## config.mk

```make
export PLATFORM = sky130hd
export DESIGN_NAME = dac_soft_mute_gain
export DESIGN_NICKNAME = d
export VERILOG_FILES = /design/src/rtl/dac_soft_mute_gain.sv
export SDC_FILE = /design/constraint.sdc
export NUM_CORES = 1
export LEC_CHECK = 0
export BUFFER_PORTS_ARGS = -buffer_cell sky130_fd_sc_hd__buf_2
export CELL_PAD_IN_SITES_DETAIL_PLACEMENT = 1
export CELL_PAD_IN_SITES_GLOBAL_PLACEMENT = 1
export CORE_AREA = 5 5 231 233
export CTS_BUF_LIST = sky130_fd_sc_hd__clkbuf_2
export DETAILED_ROUTE_END_ITERATION = 12
export DIE_AREA = 0 0 236 238
export GPL_TIMING_DRIVEN = 1
export PLACE_DENSITY = 0.7
export SYNTH_ARGS = -nofsm -noshare
export SYNTH_HDL_FRONTEND = slang
export SYNTH_SLANG_ARGS = --single-unit
```

## constraint.sdc

```tcl
create_clock -name clk -period 17.7 [get_ports clk]
set_clock_uncertainty 0.2 [all_clocks]
set_input_delay 0.885 -clock clk [delete_from_list [all_inputs] [get_ports clk]]
set_output_delay 0.885 -clock clk [all_outputs]
set_load 0.05 [all_outputs]
```

## src/rtl/dac_soft_mute_gain.sv

```systemverilog
// Stereo gain stage: one ramped gain shared by L/R, stepped once per frame toward a
// volume/mute target, so enable, mute and volume changes never step the output.
module dac_soft_mute_gain #(
   parameter int unsigned DATA_W    = 24,
   parameter int unsigned GAIN_FRAC = 8,
   parameter int unsigned RAMP_STEP = 1
) (
   input  logic              clk,
   input  logic              reset_n,
   input  logic              run,
   input  logic              mute_req,
   input  logic [7:0]        volume,
   input  logic              l_data_en,
   input  logic              r_data_en,
   input  logic [DATA_W-1:0] l_data_in,
   input  logic [DATA_W-1:0] r_data_in,
   output logic              l_data_valid,
   output logic              r_data_valid,
   output logic [DATA_W-1:0] l_data_out,
   output logic [DATA_W-1:0] r_data_out,
   output logic              muted,
   output logic              ramping
);

   localparam int unsigned GainW = GAIN_FRAC + 1;
   localparam int unsigned ProdW = DATA_W + GAIN_FRAC + 2;
   localparam logic [GainW-1:0] Unity = GainW'(1 << GAIN_FRAC);
   localparam logic [GainW-1:0] Step  = GainW'(RAMP_STEP);

   localparam logic [1:0] StOff  = 2'd0;
   localparam logic [1:0] StRamp = 2'd1;
   localparam logic [1:0] StHold = 2'd2;

   logic [1:0]       state_q, state_d;
   logic [GainW-1:0] gain_q, gain_d;
   logic [GainW-1:0] tgt;
   logic [GainW-1:0] gain_step;
   logic             muted_q;

   logic [ProdW-1:0] l_prod, r_prod;
   logic [ProdW-1:0] l_prod_q, r_prod_q;
   logic [ProdW-1:0] gain_ext;
   logic             l_v1_q, r_v1_q;
   logic             l_valid_q, r_valid_q;
   logic [DATA_W-1:0] l_out_q, r_out_q;
   logic             prod_unused;

   always_comb begin
      tgt = '0;
      if (!mute_req) begin
         tgt = (volume == 8'hFF) ? Unity : GainW'(volume);
      end
   end

   // Step toward the target, clamping the last step so the gain never overshoots.
   always_comb begin
      gain_step = gain_q;
      if (tgt > gain_q) begin
         gain_step = ((tgt - gain_q) < Step) ? tgt : gain_q + Step;
      end else if (tgt < gain_q) begin
         gain_step = ((gain_q - tgt) < Step) ? tgt : gain_q - Step;
      end
   end

   always_comb begin
      state_d = state_q;
      gain_d  = gain_q;
      if (!run) begin
         state_d = StOff;
         gain_d  = '0;
      end else begin
         case (state_q)
            StOff: state_d = StRamp;
            StRamp, StHold: begin
               if (r_data_en) begin
                  gain_d  = gain_step;
                  state_d = (gain_step == tgt) ? StHold : StRamp;
               end else if (state_q == StHold && tgt != gain_q) begin
                  state_d = StRamp;
               end
            end
            default: state_d = StOff;
         endcase
      end
   end

   always_ff @(posedge clk or negedge reset_n) begin
      if (!reset_n) begin
         state_q <= StOff;
         gain_q  <= '0;
         muted_q <= 1'b0;
      end else begin
         state_q <= state_d;
         gain_q  <= gain_d;
         muted_q <= mute_req && (gain_q == '0);
      end
   end

   // Sign-extend the sample, zero-extend the gain; the low ProdW bits of the product are exact.
   assign gain_ext = {{(ProdW-GainW){1'b0}}, gain_q};
   assign l_prod   = {{(ProdW-DATA_W){l_data_in[DATA_W-1]}}, l_data_in} * gain_ext;
   assign r_prod   = {{(ProdW-DATA_W){r_data_in[DATA_W-1]}}, r_data_in} * gain_ext;

   always_ff @(posedge clk or negedge reset_n) begin
      if (!reset_n) begin
         l_prod_q  <= '0;
         r_prod_q  <= '0;
         l_v1_q    <= 1'b0;
         r_v1_q    <= 1'b0;
         l_valid_q <= 1'b0;
         r_valid_q <= 1'b0;
         l_out_q   <= '0;
         r_out_q   <= '0;
      end else if (!run) begin
         l_prod_q  <= '0;
         r_prod_q  <= '0;
         l_v1_q    <= 1'b0;
         r_v1_q    <= 1'b0;
         l_valid_q <= 1'b0;
         r_valid_q <= 1'b0;
         l_out_q   <= '0;
         r_out_q   <= '0;
      end else begin
         l_v1_q    <= l_data_en;
         r_v1_q    <= r_data_en;
         l_valid_q <= l_v1_q;
         r_valid_q <= r_v1_q;
         if (l_data_en) l_prod_q <= l_prod;
         if (r_data_en) r_prod_q <= r_prod;
         if (l_v1_q) l_out_q <= l_prod_q[DATA_W+GAIN_FRAC-1:GAIN_FRAC];
         if (r_v1_q) r_out_q <= r_prod_q[DATA_W+GAIN_FRAC-1:GAIN_FRAC];
      end
   end

   assign prod_unused = ^{l_prod_q[ProdW-1:DATA_W+GAIN_FRAC], l_prod_q[GAIN_FRAC-1:0],
                          r_prod_q[ProdW-1:DATA_W+GAIN_FRAC], r_prod_q[GAIN_FRAC-1:0]};

   assign l_data_valid = l_valid_q;
   assign r_data_valid = r_valid_q;
   assign l_data_out   = l_out_q;
   assign r_data_out   = r_out_q;
   assign muted        = muted_q;
   assign ramping      = (state_q == StRamp);

endmodule

```

* Word-level counts from Yosys, hierarchy flattened
Cells that the tools add are included.
** Operators by class
- Add/sub/neg operators :: 4
- $lt $le $gt $ge :: 4
- Mux-type cells :: 26
- $mul :: 2
- Reduce and logical (&&, ||, !) cells :: 6
- Equal/unequal tests :: 11
** Operator list (count)
- 32-bit 2-to-1 mux :: 4
- 24-bit 2-to-1 mux :: 4
- 9-bit 2-to-1 mux :: 9
- 24-bit by 10-bit multiplier with 32-bit output :: 2
- 9-bit by 1-bit < comparator with 1-bit output (second input constant) :: 2
- 9-bit subtractor :: 2
- 2-bit by 1-bit inequality test with 1-bit output (second input constant) :: 5
- 9-bit by 1-bit adder with 9-bit output (second input constant) :: 1
- 9-bit equality test :: 1
- 9-bit > comparator :: 1
- 9-bit zero test :: 1
- 9-bit < comparator :: 1
- 9-bit inequality test :: 1
- 9-bit by 1-bit subtractor with 9-bit output (second input constant) :: 1
- 8-bit equality test (second input constant) :: 1
- 2-bit 2-to-1 mux :: 4
- 1-bit 2-to-1 mux :: 4
- 4-bit inequality test (second input constant) :: 1
- 2-bit one-hot mux with 2 select lines :: 1
- 2-bit by 1-bit equality test with 1-bit output (second input constant) :: 1
- 2-bit equality test (second input constant) :: 1
- 1-bit logical AND :: 2
- 2-bit zero test :: 1
- 2-bit AND reduction :: 1
- 2-bit OR reduction :: 1
** Storage, ports and cells
- Input bits :: 62
- Logic and storage cells :: 64
- Bits in registers :: 128
- Output and inout port bits :: 52

* Logic depth before layout (Yosys ltp)
Gate-level depths: netlist of the first run.
- Depth in word-level cells :: 13
- Depth in mapped cells :: 24
- Depth with buffers taken out :: 21

* Worst setup path before layout of the first run
OpenSTA, ideal clock, no wires.
- Path type :: register -> register
- From :: register gain_q[1]
- To :: register l_prod_q[31]
- Arrival time :: 6.254 ns
- Buffers on the path :: 3
- Required time :: 17.418 ns
- Stages on the path, launching flop included :: 24
- Library setup time :: 0.082 ns
- Period minus slack after synthesis :: 6.536 ns
- Slack :: 11.164 ns
- Cell sequence :: dfrtp_1 -> clkbuf_1 -> clkbuf_1 -> clkbuf_1 -> nand2_1 -> fa_1 -> inv_1 -> fa_1 -> inv_1 -> fa_1 -> inv_1 -> fa_1 -> fa_1 -> ha_1 -> nand4_1 -> nor3_1 -> and2_1 -> a221oi_1 -> o211a_1 -> o31ai_1 -> a2111oi_0 -> nor3_1 -> or3_1 -> a31oi_1
** On the way
- Longest elaborated chain between the ends :: 3
** RTL lines
- start, declared :: RTL line 35 : logic [GainW-1:0] gain_q, gain_d;
- start signal, assigned :: RTL line 94 : gain_q <= gain_d;
- 24-bit by 10-bit multiplier with 32-bit output :: RTL line 101 : assign l_prod = {{(ProdW-DATA_W){l_data_in[DATA_W-1]}}, l_data_in} * gain_ext;
- 32-bit 2-to-1 mux :: RTL line 128 : if (l_data_en) l_prod_q <= l_prod;
- 32-bit 2-to-1 mux :: RTL line 114 : end else if (!run) begin
- end signal, assigned :: RTL line 128
- end, declared :: RTL line 41 : logic [ProdW-1:0] l_prod_q, r_prod_q;
Every way passes these cells. The select of a mux whose other input is x is not followed.
A chain may end at the register's enable or synchronous reset.

* Final worst setup path of the first run
Ends and elaborated chain as after synthesis.

==> results of run 1 <==
==> sequential cells by signal (all words and copies together), names as in the netlist <==
signal and cells:
l_prod_q 24, r_prod_q 24, gain_q 9, r_data_out 24, l_data_valid 1, l_data_out 24, state_q 2, l_v1_q 1
r_v1_q 1, r_data_valid 1, muted 1
==> final cells by class <==
class,count,area share
Tap cell,680,0.0394
Sequential cell,112,0.130
Inverter,406,0.0706
Timing Repair Buffer,129,0.0320
Antenna cell,4,0.000464
Clock inverter,7,0.00516
Clock buffer,9,0.00209
Multi-Input combinational cell,1602,0.720
==> stage by stage <==
stage	power, mW	utilization	hold slack, ps	setup slack, ps	instances
floorplan	1.93	-	280	11160	2217
global placement	2.53	0.420	298	10460	2928
detailed placement	2.63	0.420	309	10180	2928
CTS	2.80	0.423	139	10060	2945
global route	3.05	0.423	123	9680	2948
finish	2.74	0.423	200	10130	2949
==> cells in the final DEF (no fill, tap or decap), types with 22 or more instances in the layout <==
cell | Yosys | layout
inv_1 | 406 | 405
fa_1 | 342 | 342
and2_1 | 298 | 298
nand2_1 | 201 | 201
ha_1 | 156 | 156
nor2_1 | 117 | 117
buf_2 | 1 | 112
dfrtp_1 | 112 | 109
mux2i_1 | 79 | 79
a21oi_1 | 59 | 59
xnor2_1 | 46 | 46
o21ai_0 | 26 | 26
nand3_1 | 22 | 22
==> power by group <==
| part | internal (mW) | switching, mW |
|---|---|---|
| Combinational | 0.864 | 1.38 |
| Sequential | 0.299 | 0.0450 |
| Clock | 0.0503 | 0.103 |
| Total | 1.21 | 1.52 |
==> path summary, 6_finish.rpt <==
| check | endpoint | from | slack (ps) |
|---|---|---|---|
| max | l_prod_q[31] | gain_q[1] | 10130 |
| min | muted | mute_req | 200 |
| max reg2reg | l_prod_q[31] | gain_q[1] | 10130 |
| min reg2reg | r_data_out[15] | r_prod_q[23] | 340 |
| max in group asynchronous | l_prod_q[31] | reset_n | 15490 |
| min in group asynchronous | r_data_out[4] | reset_n | 450 |
==> timing repair <==
item,in CTS,in global routing
hold buffers,1,0
hold endpoints to repair,49,0
gates resized for setup,0,0
==> Yosys cell counts, types with 11 or more instances <==
master	number
a31oi_1	11
a21oi_1	59
fa_1	342
a21o_1	13
nand4_1	14
o21ai_0	26
clkbuf_1	85
xor2_1	18
mux2i_1	79
nand2_1	201
and2_1	298
nand3_1	22
a211oi_1	17
ha_1	156
xnor2_1	46
dfrtp_1	112
nor3_1	20
nor2_1	117
inv_1	406
==> worst min-delay path: cells and delay by family <==
family / cells / cell delay (ps)
buffers and inverters: 1 / 130
and+or+nand+nor: 2 / 140
==> logic make-up (layout without fill, tap and decap cells) <==
family	count (synthesis)	in the layout	share of synthesized area
adders and majority gates	498	498	0.435
other	0	4	0
buffers and inverters	503	551	0.0942
AOI/OAI and AO/OA	221	221	0.0760
DFF	112	112	0.138
and+or+nand+nor	738	738	0.189
xor gates and xnor gates	64	64	0.0277
muxes	81	81	0.0402
==> layer usage <==
| layer | track usage | wire length [microns] | vias up |
|---|---|---|---|
| met3 | 0.0247 | 1810 | 87 |
| li1 | - | - | 7022 |
| met4 | 0.0797 | 2370 | 0 |
| met1 | 0.261 | 24400 | 8105 |
| met2 | 0.398 | 31500 | 277 |
| met5 | 0 | 0 | - |
==> results.py, run 1 <==
metrics = {
    "timing": {
        "tns_ps": 0,
        "max_freq_mhz": 132,
        "period_share": 0.428,
        "hold_viol_final": 0,
        "tightest_slew_ps": 888,
        "setup_viol": 0,
        "period_needed_ps": 7570,
        "slew_headroom": 0.408,
        "finalMaxSlewViolations": 0,
        "rsz0062_at_grt": "no",
    },
    "grt": {
        "grt_max_degree": 64,
        "grt_pass1_vias": 17900,
        "grt_pass1_wl_microns": 97400,
        "antenna_found_initial": 3,
        "grt_usage": 0.216,
        "overflow": 0,
    },
    "synthesis": {
        "ys.flop_type": "dfrtp_1",
        "ys_seq_area_frac": 0.138,
        "synth_seq_cells": 112,
        "synth_edf_count": 0,
        "synth.distinct_cells": 75,
        "synthesis.nets": 2777,
        "yosys_warnings": 0,
        "synth_top_cell_by_area": "fa_1",
        "synth.top_cell.area_share": 0.338,
        "synth_area_leaders": "fa_1 (34%), dfrtp_1 (14%), ha_1 (9.6%)",
        "avgSynthCellArea_sq_um": 9.13,
        "async_flop_share": 1.00,
        "synth_area_sq_um": 20200,
        "synth_cells": 2217,
    },
    "final_layout": {
        "layout.area.seq_sq_um": 2810,
        "design_area_sq_um": 21600,
        "drive_gt1_frac": 0.0724,
        "area_delta_synth_final_pct": 6.56,
        "final_nets": 2820,
        "multi_input_area_sq_um": 15500,
        "fillerInstances": 5968,
    },
    "worst_setup_path": {
        "setup.worst_path.start_class": "flip-flop",
        "crit_fanout": 39,
        "crit_chain": "buf_4 -> nand2_1 -> fa_1 -> inv_1 -> fa_1 -> inv_1 -> fa_1 -> inv_1 -> fa_1 -> fa_1 -> ha_1 -> nand4_1 -> nor3_1 -> and2_1 -> a221oi_1 -> o211a_1 -> o31ai_1 -> a2111oi_0 -> nor3_1 -> or3_1 -> a31oi_1",
        "cp-end-kind": "flip-flop",
        "required_ps": 18160,
        "reg2reg_depth": 21,
        "crit_arrival_ps": 8030,
        "cp_num_buf_inv": 4,
        "crit_family": "adder cells",
        "critPathMostFrequentCell": "fa_1",
        "worst-path-stages": 21,
        "cpPeakStageDelay_ps": 750,
        "crit_slowest_cell": "a221oi_1",
        "path_class": "reg -> reg",
    },
    "floorplan": {
        "row_count": 83,
        "coreArea_sq_um": 51000,
        "dieArea_sq_um": 56200,
        "initial_core_util": 0.397,
        "fp.dieH_microns": 238,
        "ios": 114,
        "die_w_microns": 236,
    },
    "route": {
        "routed_wl_microns": 60100,
        "drt_iter0_drc": 685,
        "routed_via_density": 5.25,
        "antenna_left": 0,
        "drtPass1Iterations": 5,
        "drc": 0,
        "wl_per_cell_microns": 20.4,
        "vias": 15500,
    },
    "clock_network": {
        "cts_sinks": 112,
        "post_cts_buffers": 0,
        "cts_buffer_depth": 2,
        "cts_root_buf": "clkbuf_2",
        "clk_latency_ps": 750,
        "path_clk_slew_ps": 370,
        "cts_buffers": 9,
        "h-tree-depth": 3,
        "cts_tree": "done",
    },
    "placed_design": {
        "gp_congestion": 0.907,
        "io_buffers": 113,
        "post-dp-hpwl_microns": 48000,
        "place_area_sq_um": 21400,
    },
    "min_path": {
        "hold_class": "in -> reg",
        "hold_path_depth": 3,
    },
    "outcome": {
        "status": "finished clean",
    },
    "power": {
        "power_density_nw_per_um2": 127,
        "irDropWorstVdd_uv": 94.4,
        "leakagePower_nw": 11.3,
    },
    "run": {
        "cap_viol_max_count": 0,
    },
}
No activity file was read; power rests on OpenSTA's default activity.
==> run 2, diff against run 1 <==
==> constraint.sdc (replaced) <==
create_clock -name clk -period 7.2 [get_ports clk]
set_clock_uncertainty 0.2 [all_clocks]
set_input_delay 0.36 -clock clk [delete_from_list [all_inputs] [get_ports clk]]
set_output_delay 0.36 -clock clk [all_outputs]
set_load 0.05 [all_outputs]
==> run 2 against run 1 <==
Compared with the run above: sequential share of layout area fell by 0.050 points; wire length rose by 0.25%; hold slack got worse by 71 ps; utilization increased by 0.33 points; largest power group unchanged.
==> results.py, run 2 (synthesized netlist as in run 1, its figures left out) <==
metrics = {
    "placed_design": {
        "gp_congestion": 0.874,
        "post-dp-hpwl_microns": 48700,
        "io_buffers": 113,
    },
    "power": {
        "power_density_nw_per_um2": 308,
        "p_sw_frac": 0.556,
        "intPower_mw": 2.97,
        "pwr-share-clk": 0.043,
        "switchingPower_mw": 3.72,
        "power_frac_seq": 0.133,
        "leakagePower_nw": 11.3,
        "combPwrFrac": 0.824,
        "irDropWorstVdd_uv": 172,
    },
    "route": {
        "drtPass1Iterations": 5,
        "wl_per_cell_microns": 20.3,
        "drt_iter0_drc": 584,
        "routed_wl_microns": 60200,
        "antenna_left": 0,
        "drc": 0,
        "routed_via_density": 5.25,
        "vias": 15600,
    },
    "worst_setup_path": {
        "setup.worst_path.start_class": "flip-flop",
        "crit_fanout": 26,
        "path_class": "reg -> reg",
        "required_ps": 7650,
        "crit_arrival_ps": 7290,
        "cp-end-kind": "flip-flop",
    },
    "clock_network": {
        "post_cts_buffers": 0,
        "path_clk_slew_ps": 340,
        "cts_buffers": 9,
        "cts_root_buf": "clkbuf_2",
        "cts_sinks": 112,
        "cts_buffer_depth": 2,
        "h-tree-depth": 3,
        "cts_tree": "done",
        "clk_latency_ps": 730,
    },
    "grt": {
        "overflow": 0,
        "antenna_found_initial": 1,
        "grt_pass1_wl_microns": 96900,
        "grt_pass1_vias": 17800,
        "grt_max_degree": 61,
        "grt_usage": 0.216,
    },
    "timing": {
        "hold_viol_final": 0,
        "period_share": 0.951,
        "hold_slack_ps": 129,
        "finalMaxSlewViolations": 0,
        "setup_viol": 0,
        "max_freq_mhz": 146,
        "tightest_slew_ps": 883,
        "rsz0062_at_grt": "no",
        "tns_ps": 0,
        "period_needed_ps": 6840,
        "slew_headroom": 0.409,
    },
    "final_layout": {
        "drive_gt1_frac": 0.0771,
        "area_delta_synth_final_pct": 7.40,
        "final_common_cell": "inv_1",
        "final_cell_mix": "inv_1 (405), fa_1 (342), and2_1 (298)",
        "final_nets": 2838,
    },
    "floorplan": {
        "fp.dieH_microns": 238,
        "die_w_microns": 236,
        "coreArea_sq_um": 51000,
        "dieArea_sq_um": 56200,
        "initial_core_util": 0.397,
        "row_count": 83,
        "ios": 114,
    },
    "outcome": {
        "status": "finished clean",
    },
    "run": {
        "cap_viol_max_count": 0,
    },
    "min_path": {
        "hold_class": "in -> reg",
    },
}
-- run 2: changes by cell type in the layout (fill, tap and decap cells not counted), sizes merged --
| cell | change |
|---|---|
| buf | +10 |
| dlygate4sd3 | +8 |
| diode | -3 |
| bufinv | -2 |
| clkinv | +2 |
-- run 2: repair_timing --
action,4_1_cts,5_1_grt
hold buffers,10,0
hold endpoints to repair,83,0
setup endpoints to repair,0,7
gates resized for setup,0,6
-- run 2: path summary, 6_finish.rpt --
kind / from / to / slack [ps] / cells past startpoint
setup / recovery: gain_q[1] / r_prod_q[31] / 360 / 20
hold / removal: volume[5] / gain_q[5] / 130 / 6
setup reg to reg: gain_q[1] / r_prod_q[31] / 360 / 20
hold reg to reg: l_prod_q[10] / l_data_out[2] / 350 / 2
max in group asynchronous: reset_n / l_prod_q[12] / 5530 / 4
min in group asynchronous: reset_n / r_prod_q[26] / 460 / 4
-- run 2: critical path, cell delays in order (launching register included) --
cell	delay [ps]
dfrtp_4	740
buf_12	240
nand2_1	100
fa_1	560
inv_1	60
fa_1	480
ha_1	290
inv_1	40
fa_1	480
inv_1	50
fa_1	440
ha_1	210
a2111oi_0	410
o21ai_0	420
a221o_1	520
a21oi_1	250
o31ai_1	180
a211o_1	340
a211oi_1	320
nor4b_1	300
nor4_1	100
-- run 2: per-layer routing --
metal | GRT usage | up-vias | share of wire
li1 | - | 7030 | -
met3 | 0.0273 | 99 | 0.026
met2 | 0.414 | 258 | 0.54
met5 | 0 | - | 0
met4 | 0.0614 | 0 | 0.030
met1 | 0.254 | 8187 | 0.40
-- run 2: area by class of cell --
| type | instances | area (sq um) |
|---|---|---|
| repair buffers | 147 | 916 |
| fillers | 5952 | 29200 |
| inverters | 406 | 1520 |
| diodes | 1 | 2.50 |
| clock buffers | 9 | 45.0 |
| multi-input cells | 1602 | 15500 |
| clock inverters | 7 | 52.6 |
| well taps | 680 | 851 |
| flip-flops and latches | 112 | 2820 |
-- run 2: through the flow --
stage	area [sq um]	worst slack (ps)	total power, mW	instances	util
after global routing	21700	4.67	7.47	2963	0.426
after global placement	21500	504	6.26	2937	0.422
after CTS	21700	233	6.83	2963	0.426
final	21700	356	6.70	2964	0.426
after detailed placement	21500	266	6.50	2937	0.422
after floorplan	20200	664	4.74	2217	-
-- run 2: power by group through the flow --
stage / Combinational [mW] / Clock [mW] / Sequential [mW]
after floorplan: 3.88 / 0 / 0.855
after global placement: 5.36 / 0 / 0.898
after detailed placement: 5.59 / 0 / 0.904
after CTS: 5.64 / 0.303 / 0.892
after global routing: 6.23 / 0.333 / 0.912
final: 5.52 / 0.286 / 0.892
==> run 3, diff against run 2 <==
--- a/config.mk
+++ b/config.mk
@@ -8,12 +8,13 @@
 export BUFFER_PORTS_ARGS = -buffer_cell sky130_fd_sc_hd__buf_2
 export CELL_PAD_IN_SITES_DETAIL_PLACEMENT = 1
 export CELL_PAD_IN_SITES_GLOBAL_PLACEMENT = 1
-export CORE_AREA = 5 5 231 233
+export CORE_AREA = 5 5 206 208
 export CTS_BUF_LIST = sky130_fd_sc_hd__clkbuf_2
 export DETAILED_ROUTE_END_ITERATION = 12
-export DIE_AREA = 0 0 236 238
+export DIE_AREA = 0 0 211 213
 export GPL_TIMING_DRIVEN = 1
-export PLACE_DENSITY = 0.7
+export HOLD_SLACK_MARGIN = 0.15
+export PLACE_DENSITY = 0.85
 export SYNTH_ARGS = -nofsm -noshare
 export SYNTH_HDL_FRONTEND = slang
 export SYNTH_SLANG_ARGS = --single-unit
==> run 3 against run 2 <==
Compared with the run above: setup slack worse by 54 ps; largest cell class unchanged; critical path type unchanged; sequential power increased by 2.6%; utilization is 11 points higher; largest power group unchanged; critical path depth is 1 higher; non-clock buffer count up 1; register-to-register slack worse by 50 ps; combinational power about the same; hold slack gained 91 ps; via count increased by 3.3%; first-iteration DRC count is 45% higher; critical endpoint unchanged; global-route usage increased by 6.2 points.
==> results.py, run 3 (synthesized netlist as in run 1, its figures left out) <==
metrics = {
    "final_layout": {
        "final_common_cell": "inv_1",
        "drive_gt1_frac": 0.0784,
        "area_delta_synth_final_pct": 6.51,
        "final_nets": 2839,
        "final_cell_mix": "inv_1 (405), fa_1 (342), and2_1 (298)",
    },
    "clock_network": {
        "post_cts_buffers": 0,
        "path_clk_slew_ps": 360,
        "cts_buffer_depth": 2,
        "cts_buffers": 9,
        "h-tree-depth": 3,
        "cts_sinks": 112,
        "cts_tree": "done",
        "cts_root_buf": "clkbuf_2",
        "clk_latency_ps": 700,
    },
    "grt": {
        "grt_pass1_vias": 18800,
        "grt_pass1_wl_microns": 99000,
        "antenna_found_initial": 2,
        "grt_usage": 0.278,
        "grt_max_degree": 76,
        "overflow": 0,
    },
    "timing": {
        "slew_headroom": 0.280,
        "period_needed_ps": 6900,
        "tns_ps": 0,
        "rsz0062_at_grt": "no",
        "tightest_slew_ps": 1080,
        "period_share": 0.958,
        "hold_slack_ps": 221,
        "hold_viol_final": 0,
        "max_freq_mhz": 145,
        "setup_viol": 0,
        "finalMaxSlewViolations": 0,
    },
    "route": {
        "antenna_left": 0,
        "vias": 16100,
        "drtPass1Iterations": 5,
        "wl_per_cell_microns": 21.7,
        "drc": 0,
        "drt_iter0_drc": 847,
        "routed_wl_microns": 61200,
        "routed_via_density": 5.71,
    },
    "min_path": {
        "hold_path_depth": 5,
        "min-delay-start": "volume[0]",
        "hold_class": "in -> reg",
        "hold-path-endpoint": "gain_q[0]",
    },
    "floorplan": {
        "row_count": 74,
        "dieArea_sq_um": 44900,
        "initial_core_util": 0.502,
        "die_w_microns": 211,
        "fp.dieH_microns": 213,
        "ios": 114,
        "coreArea_sq_um": 40400,
    },
    "run": {
        "cap_viol_max_count": 0,
    },
    "worst_setup_path": {
        "reg2reg_depth": 21,
        "r2r_slack_ps": 300,
        "worst_r2r_startpoint": "gain_q[8]",
        "required_ps": 7610,
        "setup.worst_path.start_class": "flip-flop",
        "crit_fanout": 25,
        "crit_arrival_ps": 7300,
        "cp-end-kind": "flip-flop",
        "path_class": "reg -> reg",
        "timing.rr.end": "r_prod_q[31]",
    },
    "power": {
        "irDropWorstVdd_uv": 237,
        "leakagePower_nw": 11.4,
        "power_density_nw_per_um2": 315,
    },
    "placed_design": {
        "gp_congestion": 0.911,
        "io_buffers": 113,
        "post-dp-hpwl_microns": 49300,
    },
    "outcome": {
        "status": "finished clean",
    },
}
==> run 3: cell types whose count changed in the layout (fill, tap and decap cells not counted), sizes merged <==
cell and change:
clkbuf +1, buf +2, dlygate4sd3 -1, clkinv -3, clkinvlp +1, bufinv +1
diode +2
==> run 3: timing repair <==
action                     in CTS  in global routing
setup endpoints to repair       0                  4
hold endpoints to repair       90                  0
gates resized for setup         0                  6
hold buffers                    9                  0
==> run 3: how the worst max path moves through the flow <==
| stage | cells after the start | startpoint | end | slack (ps) |
|---|---|---|---|---|
| after global routing | 19 | gain_q[8] | l_prod_q[31] | 40 |
| final | 21 | gain_q[8] | r_prod_q[31] | 300 |
| after floorplan | 23 | gain_q[1] | l_prod_q[31] | 660 |
| after CTS | 19 | gain_q[5] | r_prod_q[31] | 260 |
| after detailed placement | 19 | gain_q[5] | r_prod_q[31] | 300 |
| after global placement | 19 | gain_q[5] | r_prod_q[31] | 560 |
==> run 3: layout make-up <==
type	count	area (sq um)
multi-input cells	1602	15500
clock buffers	10	50.0
clock inverters	6	75.1
inverters	406	1520
fillers	4776	18800
repair buffers	148	888
well taps	532	666
diodes	3	7.51
flip-flops and latches	112	2820
==> run 3: critical path: stages (launching register included) <==
cell,delay (ps)
dfrtp_1,1140
buf_4,310
buf_4,230
and2_1,160
ha_1,240
fa_1,490
inv_1,50
fa_1,470
inv_1,50
fa_1,530
fa_1,430
ha_1,360
a21o_1,200
and2_1,170
o21ai_0,210
nand2b_1,90
a21oi_1,210
nor2b_1,90
a211o_1,330
a211oi_1,410
nor4b_1,340
nor4_1,90
==> run 3: stage by stage <==
stage                     cell area (sq um)  utilization  total power [mW]  setup WS [ps]  std cells
after floorplan                       20200            -              4.74            664       2217
after global placement                21300        0.528              6.09            557       2791
after detailed placement              21300        0.528              6.45            303       2791
after CTS                             21500        0.534              6.83            258       2816
after global routing                  21600        0.534              7.49           37.5       2818
final                                 21600        0.534              6.79            302       2819
==> run 3: routing by layer <==
metal | wire [microns] | global-route usage | vias up
met5 | 0 | 0 | -
met4 | 2920 | 0.117 | 0
met3 | 2560 | 0.0322 | 175
met2 | 32900 | 0.521 | 485
met1 | 22900 | 0.323 | 8371
li1 | - | - | 7052
==> run 3: power by group <==
group | switching (mW) | leakage (nW) | total (mW) | internal (mW)
clock | 0.234 | 0.0751 | 0.322 | 0.0880
sequential | 0.178 | 1.52 | 0.915 | 0.738
combinational | 3.35 | 9.76 | 5.55 | 2.20
